**config.mk**
```make
export PLATFORM = sky130hd
export DESIGN_NAME = decode_stage
export DESIGN_NICKNAME = d
export VERILOG_FILES = /design/src/rtl/rvp_pkg.sv /design/src/rtl/decode_stage_reg_file.sv /design/src/rtl/decode_stage.sv
export SDC_FILE = /design/constraint.sdc
export NUM_CORES = 2
export LEC_CHECK = 0
export CAP_MARGIN = 15
export CORE_UTILIZATION = 45
export DETAILED_ROUTE_END_ITERATION = 6
export SKIP_CTS_REPAIR_TIMING = 1
export SLEW_MARGIN = 0
export SYNTH_ARGS = -nofsm -noshare
export SYNTH_HDL_FRONTEND = slang
export SYNTH_SLANG_ARGS = --single-unit
```
**constraint.sdc**
```tcl
create_clock -name Clk -period 2.37 [get_ports Clk]
set_input_delay 0.3555 -clock Clk [delete_from_list [all_inputs] [get_ports Clk]]
set_output_delay 0.3555 -clock Clk [all_outputs]
set_load 0.05 [all_outputs]
```
**src/rtl/rvp_pkg.sv**
```systemverilog
// Shared definitions for the RV32 pipeline: ALU opcodes, major opcodes,
// funct7 values and the decode-to-exec bundle.
package rvp_pkg;

  localparam int XLEN  = 32;
  localparam int NREGS = 32;

  typedef enum logic [3:0] {
    ALU_ADD     = 4'd0,
    ALU_SUB     = 4'd1,
    ALU_AND     = 4'd2,
    ALU_OR      = 4'd3,
    ALU_XOR     = 4'd4,
    ALU_SLL     = 4'd5,
    ALU_SRL     = 4'd6,
    ALU_SRA     = 4'd7,
    ALU_SLT     = 4'd8,
    ALU_ILLEGAL = 4'd15
  } alu_op_e;

  localparam logic [6:0] OPC_OP    = 7'b0110011;
  localparam logic [6:0] OPC_OPIMM = 7'b0010011;

  localparam logic [6:0] F7_BASE = 7'b0000000;
  localparam logic [6:0] F7_ALT  = 7'b0100000;

  typedef struct packed {
    logic [XLEN-1:0] op1;
    logic [XLEN-1:0] op2;
    alu_op_e         op;
    logic [4:0]      rd;
    logic            reg_write;
    logic            illegal;
  } id_ex_t;

endpackage

```
**src/rtl/decode_stage_reg_file.sv**
```systemverilog
// Architectural register file: two read ports, one write port,
// x0 hardwired to zero, same-cycle write-through to the read ports.
module reg_file
  import rvp_pkg::*;
(
  input  logic            clk,
  input  logic            reset,
  input  logic [4:0]      ra1,
  input  logic [4:0]      ra2,
  input  logic            we,
  input  logic [4:0]      wa,
  input  logic [XLEN-1:0] wd,
  output logic [XLEN-1:0] rd1,
  output logic [XLEN-1:0] rd2
);

  logic [XLEN-1:0] regs [NREGS];

  always_ff @(posedge clk) begin
    if (reset) begin
      for (int i = 0; i < NREGS; i++) regs[i] <= '0;
    end else if (we && wa != 5'd0) begin
      regs[wa] <= wd;
    end
  end

  always_comb begin
    rd1 = regs[ra1];
    if (ra1 == 5'd0) rd1 = '0;
    else if (we && wa == ra1) rd1 = wd;
  end

  always_comb begin
    rd2 = regs[ra2];
    if (ra2 == 5'd0) rd2 = '0;
    else if (we && wa == ra2) rd2 = wd;
  end

endmodule

```
**src/rtl/decode_stage.sv**
```systemverilog
// Decode / register-read stage for the RV32I OP and OP-IMM subset.
// Single output register with a valid/ready skid-free handshake.
module decode_stage
  import rvp_pkg::*;
(
  input  logic            Clk,
  input  logic            Reset,
  input  logic            InValid,
  output logic            InReady,
  input  logic [31:0]     Instr,
  input  logic            Flush,
  input  logic            WbEn,
  input  logic [4:0]      WbAddr,
  input  logic [XLEN-1:0] WbData,
  output logic            OutValid,
  input  logic            OutReady,
  output logic [XLEN-1:0] Operand1,
  output logic [XLEN-1:0] Operand2,
  output logic [3:0]      Operation,
  output logic [4:0]      Rd,
  output logic            RegWrite,
  output logic            Illegal
);

  logic [6:0]      opcode;
  logic [2:0]      f3;
  logic [6:0]      f7;
  logic [4:0]      rs1;
  logic [4:0]      rs2;
  logic [4:0]      rd;
  logic [XLEN-1:0] imm;
  logic [XLEN-1:0] rs1_val;
  logic [XLEN-1:0] rs2_val;
  logic            is_op;
  logic            is_imm;
  logic            use_imm;
  alu_op_e         op;
  logic            accept;
  logic            valid_q;
  id_ex_t          d;
  id_ex_t          q;

  assign opcode = Instr[6:0];
  assign rd     = Instr[11:7];
  assign f3     = Instr[14:12];
  assign rs1    = Instr[19:15];
  assign rs2    = Instr[24:20];
  assign f7     = Instr[31:25];
  assign imm    = {{(XLEN-12){Instr[31]}}, Instr[31:20]};
  assign is_op  = opcode == OPC_OP;
  assign is_imm = opcode == OPC_OPIMM;

  reg_file u_rf (
    .clk   (Clk),
    .reset (Reset),
    .ra1   (rs1),
    .ra2   (rs2),
    .we    (WbEn),
    .wa    (WbAddr),
    .wd    (WbData),
    .rd1   (rs1_val),
    .rd2   (rs2_val)
  );

  // Anything not explicitly matched falls through as ALU_ILLEGAL.
  always_comb begin
    op      = ALU_ILLEGAL;
    use_imm = 1'b0;
    unique case (1'b1)
      is_op: begin
        case (f3)
          3'b000: begin
            if (f7 == F7_BASE) op = ALU_ADD;
            else if (f7 == F7_ALT) op = ALU_SUB;
          end
          3'b101: begin
            if (f7 == F7_BASE) op = ALU_SRL;
            else if (f7 == F7_ALT) op = ALU_SRA;
          end
          3'b111: if (f7 == F7_BASE) op = ALU_AND;
          3'b110: if (f7 == F7_BASE) op = ALU_OR;
          3'b100: if (f7 == F7_BASE) op = ALU_XOR;
          3'b010: if (f7 == F7_BASE) op = ALU_SLT;
          3'b001: if (f7 == F7_BASE) op = ALU_SLL;
          default: ;
        endcase
      end
      is_imm: begin
        use_imm = 1'b1;
        case (f3)
          3'b000: op = ALU_ADD;
          3'b111: op = ALU_AND;
          3'b110: op = ALU_OR;
          3'b100: op = ALU_XOR;
          3'b010: op = ALU_SLT;
          3'b001: if (f7 == F7_BASE) op = ALU_SLL;
          3'b101: begin
            if (f7 == F7_BASE) op = ALU_SRL;
            else if (f7 == F7_ALT) op = ALU_SRA;
          end
          default: ;
        endcase
      end
      default: ;
    endcase
  end

  always_comb begin
    d.op1       = rs1_val;
    d.op2       = use_imm ? imm : rs2_val;
    d.op        = op;
    d.rd        = rd;
    d.illegal   = op == ALU_ILLEGAL;
    d.reg_write = !d.illegal && rd != 5'd0;
  end

  assign InReady = !valid_q || OutReady;
  assign accept  = InValid && InReady;

  always_ff @(posedge Clk) begin
    if (Reset) begin
      valid_q <= 1'b0;
      q       <= '0;
    end else if (Flush) begin
      valid_q <= 1'b0;
    end else if (accept) begin
      valid_q <= 1'b1;
      q       <= d;
    end else if (OutReady) begin
      valid_q <= 1'b0;
    end
  end

  assign OutValid  = valid_q;
  assign Operand1  = q.op1;
  assign Operand2  = q.op2;
  assign Operation = q.op;
  assign Rd        = q.rd;
  assign RegWrite  = q.reg_write;
  assign Illegal   = q.illegal;

endmodule

```
==> results.sh <==
export IMPL_first_iter_violations=6657
export IMPL_max_stage_delay_ns=0.85
export IMPL_worst_r2r_cell_count=7
export IMPL_layout_drive_gt1_share_pct=29.84
export IMPL_io_buffer_count=151
export IMPL_grt_start_max_net_pins=107
export IMPL_min_period_ns=2.362
export IMPL_async_flop_share_pct=0
export IMPL_r2r_end="Operand1[5]$_SDFFE_PP0P_"
export IMPL_synth_simple_area_share_pct=13.80
export IMPL_p_leak_nw=24.77
export IMPL_min_path_type="in2reg"
export IMPL_end_kind="output port"
export IMPL_seq_area_frac_synth_pct=56.04
export IMPL_critPathSlowestCell="clkdlybuf4s50_1"
export IMPL_cp_depth=1
export IMPL_min_from="Instr[11]"
export IMPL_cp_start_kind="flip-flop"
export IMPL_synth_top_family_by_area="multiplexers"
export IMPL_clkTransAtPathRegs_ns=0.06
export IMPL_max_slew_worst_pin_slew_ns=1.176
export IMPL_p_per_area_nw_per_um2=697.1
export IMPL_worst_setup_path_type="reg2out"
export IMPL_hold_end="Rd[4]$_SDFFE_PP0P_"
export IMPL_avgSynthCellArea_um2=14.69
export IMPL_rsz0062_at_grt="no"
export IMPL_synth_cells=3920
export IMPL_avgViaCountPerCell=6.641
export IMPL_cts_made_buffers=119
export IMPL_yosysWarnings=0
export IMPL_coreArea_um2=126200
export IMPL_io_pin_count=152
export IMPL_wirelength_mm=225.5
export IMPL_cp_arrival_ns=2.01
export IMPL_grt_pass1_vias=39450
export IMPL_mostFrequentLayoutCell="edfxtp_1"
export IMPL_clock_latency_ns=0.73
export IMPL_syn_to_final_growth_pct=20.91
export IMPL_max_slew_margin_rel_pct=20.97
export IMPL_fmaxAchievable_mhz=423.3
export IMPL_die_w_um=359.7
export IMPL_tritoncts="yes"
export IMPL_ys_ff_latch=1100
export IMPL_fin_crit_sh_pct=99.67
export IMPL_finalPower_mw=48.54
export IMPL_synth_compound_area_share_pct=5.258
export IMPL_layout_common_cells="1024 x edfxtp_1, 996 x and2_1, 485 x mux4_2, 356 x buf_4, 171 x buf_12"
export IMPL_r2r_start="u_rf.regs[28][5]$_SDFFCE_PN0P_"
export IMPL_whs_path_depth=3
export IMPL_ant_nets=0
export IMPL_synth_mux_area_share_pct=21.36
export IMPL_fin_skew_ns=0.02440
export IMPL_place_gp_congestion=0.9471
export IMPL_synth_ff_type="edfxtp_1"
export IMPL_wire_per_inst_um=37.05
export IMPL_status="completed"
export IMPL_drv_slew=0
export IMPL_grt_pass1_wl_mm=311.6
export IMPL_synthesis_area_um2=57590
export IMPL_cp_max_fo=2
export IMPL_dp_hpwl_mm=155.5
export IMPL_cts_sinks=1100
export IMPL_synthAdderAreaFrac_pct=0
export IMPL_critical_path_required_ns=2.01
export IMPL_cts_root_buffer="clkbuf_16"
export IMPL_hold_violations=0
export IMPL_ir_worst_vdd_mv=0.6018
export IMPL_maxCapViolCount=0
export IMPL_crit_family="buffers and inverters"
export IMPL_fin_util_pct=55.16
export IMPL_ys_types=71
export IMPL_cts_buffer_depth=3
export IMPL_die_area_um2=129400
export IMPL_grt_overflow=0
export IMPL_final_setup_viol_count=0
export IMPL_synth_top_area_share_pct=53.40
export IMPL_synth_top_area_cell="edfxtp_1"
export IMPL_antenna_found_initial=22
export IMPL_synth_edff_count=1024
export IMPL_synth_area_top_cells="edfxtp_1 53%, mux4_2 19%, and2_1 11%, dfxtp_1 2.6%, clkbuf_1 1.8%"
export IMPL_initial_core_util_pct=45.62
export IMPL_cp_num_buf_inv=1
export IMPL_cp_cell_sequence="clkdlybuf4s50_1"
export IMPL_final_area_um2=69630
export IMPL_rows=130
export IMPL_htreeDepth=3
export IMPL_fin_tns_setup_ns=0
export IMPL_route_detailed_drc=0
export IMPL_nets=4402
export IMPL_die_y_um=359.7
export IMPL_reg2reg_slack_ns=0.17
export IMPL_dpl_cell_area_um2=65740
export IMPL_synthXorXnorAreaFrac_pct=0.1521
export IMPL_gr_usage_all_layers_pct=34.58
export IMPL_drtPass1Iterations=6
export IMPL_via_count=40420
state kept, by name, indices dropped and copies added, names as in the netlist:
register	count
Operand1	32
Operation	4
Illegal	1
RegWrite	1
OutValid	1
Rd	5
u_rf.regs	1024
Operand2	32
final cells by class:
| cell class | instances | area [um2] |
|---|---|---|
| well taps | 1650 | 2064 |
| inverters | 5 | 18.77 |
| repair buffers | 673 | 7592 |
| clock inverters | 64 | 568.0 |
| multi-input cells | 2428 | 23810 |
| clock buffers | 157 | 3274 |
| flip-flops and latches | 1100 | 32270 |
| fillers | 10170 | 56600 |
| diodes | 9 | 22.52 |
power breakdown:
| part | internal (mW) | total (mW) | leakage (nW) | switching [mW] |
|---|---|---|---|---|
| clock network | 10.7 | 18.7 | 1.89 | 8.02 |
| logic | 3.00 | 6.78 | 12.5 | 3.78 |
| registers | 22.3 | 23.0 | 10.4 | 0.716 |
| total | 36.0 | 48.5 | 24.8 | 12.5 |
metrics by stage:
stage	setup WS (ns)	std cells	hold WS [ns]
after floorplan	0.07272	3951	0.4915
after global placement	-0.3701	5856	0.4420
after detailed placement	-0.4524	5856	0.4472
after CTS	-0.2858	6077	0.1784
after global routing	0.007642	6077	0.2343
final	0.007726	6086	0.2154
how the worst max path moves through the flow:
stage                              start                        end  slack, ns
2_1_floorplan      OutValid$_SDFFE_PP0P_  Operand1[22]$_SDFFE_PP0P_       0.07
3_3_place_gp                   Instr[25]  Operation[2]$_SDFFE_PP0P_      -0.37
3_5_place_dp                   Instr[25]  Operation[2]$_SDFFE_PP0P_      -0.45
4_1_cts        Operand1[14]$_SDFFE_PP0P_               Operand1[14]      -0.29
5_1_grt         Operand1[5]$_SDFFE_PP0P_                Operand1[5]      0.008
6_report       Operand1[13]$_SDFFE_PP0P_               Operand1[13]      0.008
synth_stat cells (15+ instances only):
| cell type | count |
|---|---|
| mux2_2 | 44 |
| edfxtp_1 | 1024 |
| a31oi_1 | 32 |
| clkbuf_1 | 282 |
| nand2_1 | 103 |
| mux4_2 | 485 |
| a21o_1 | 15 |
| buf_2 | 72 |
| and2_1 | 997 |
| buf_6 | 20 |
| o221ai_1 | 22 |
| buf_4 | 32 |
| a211oi_1 | 33 |
| a221o_1 | 16 |
| dfxtp_1 | 76 |
| o22ai_1 | 15 |
| nor2_1 | 127 |
| a311oi_1 | 33 |
| a21oi_1 | 42 |
| mux2i_1 | 80 |
| or2_2 | 31 |
| nand3_1 | 40 |
| a22oi_1 | 119 |
| a22o_1 | 18 |
cells by family after synthesis:
family / Yosys count
and+or+nand+nor: 1363
buffers and inverters: 423
other: 1
muxes: 616
AOI/OAI and AO/OA: 407
xor gates and xnor gates: 10
DFF: 1100
layer usage:
metal / global-route usage [%] / up-vias / routed length (um)
met5: 0 / - / 63
met2: 52.38 / 3096 / 101200
li1: - / 15900 / -
met3: 9.413 / 587 / 29230
met1: 46.35 / 20820 / 83510
met4: 16.21 / 10 / 11470
(Power assumes the default switching activity.)
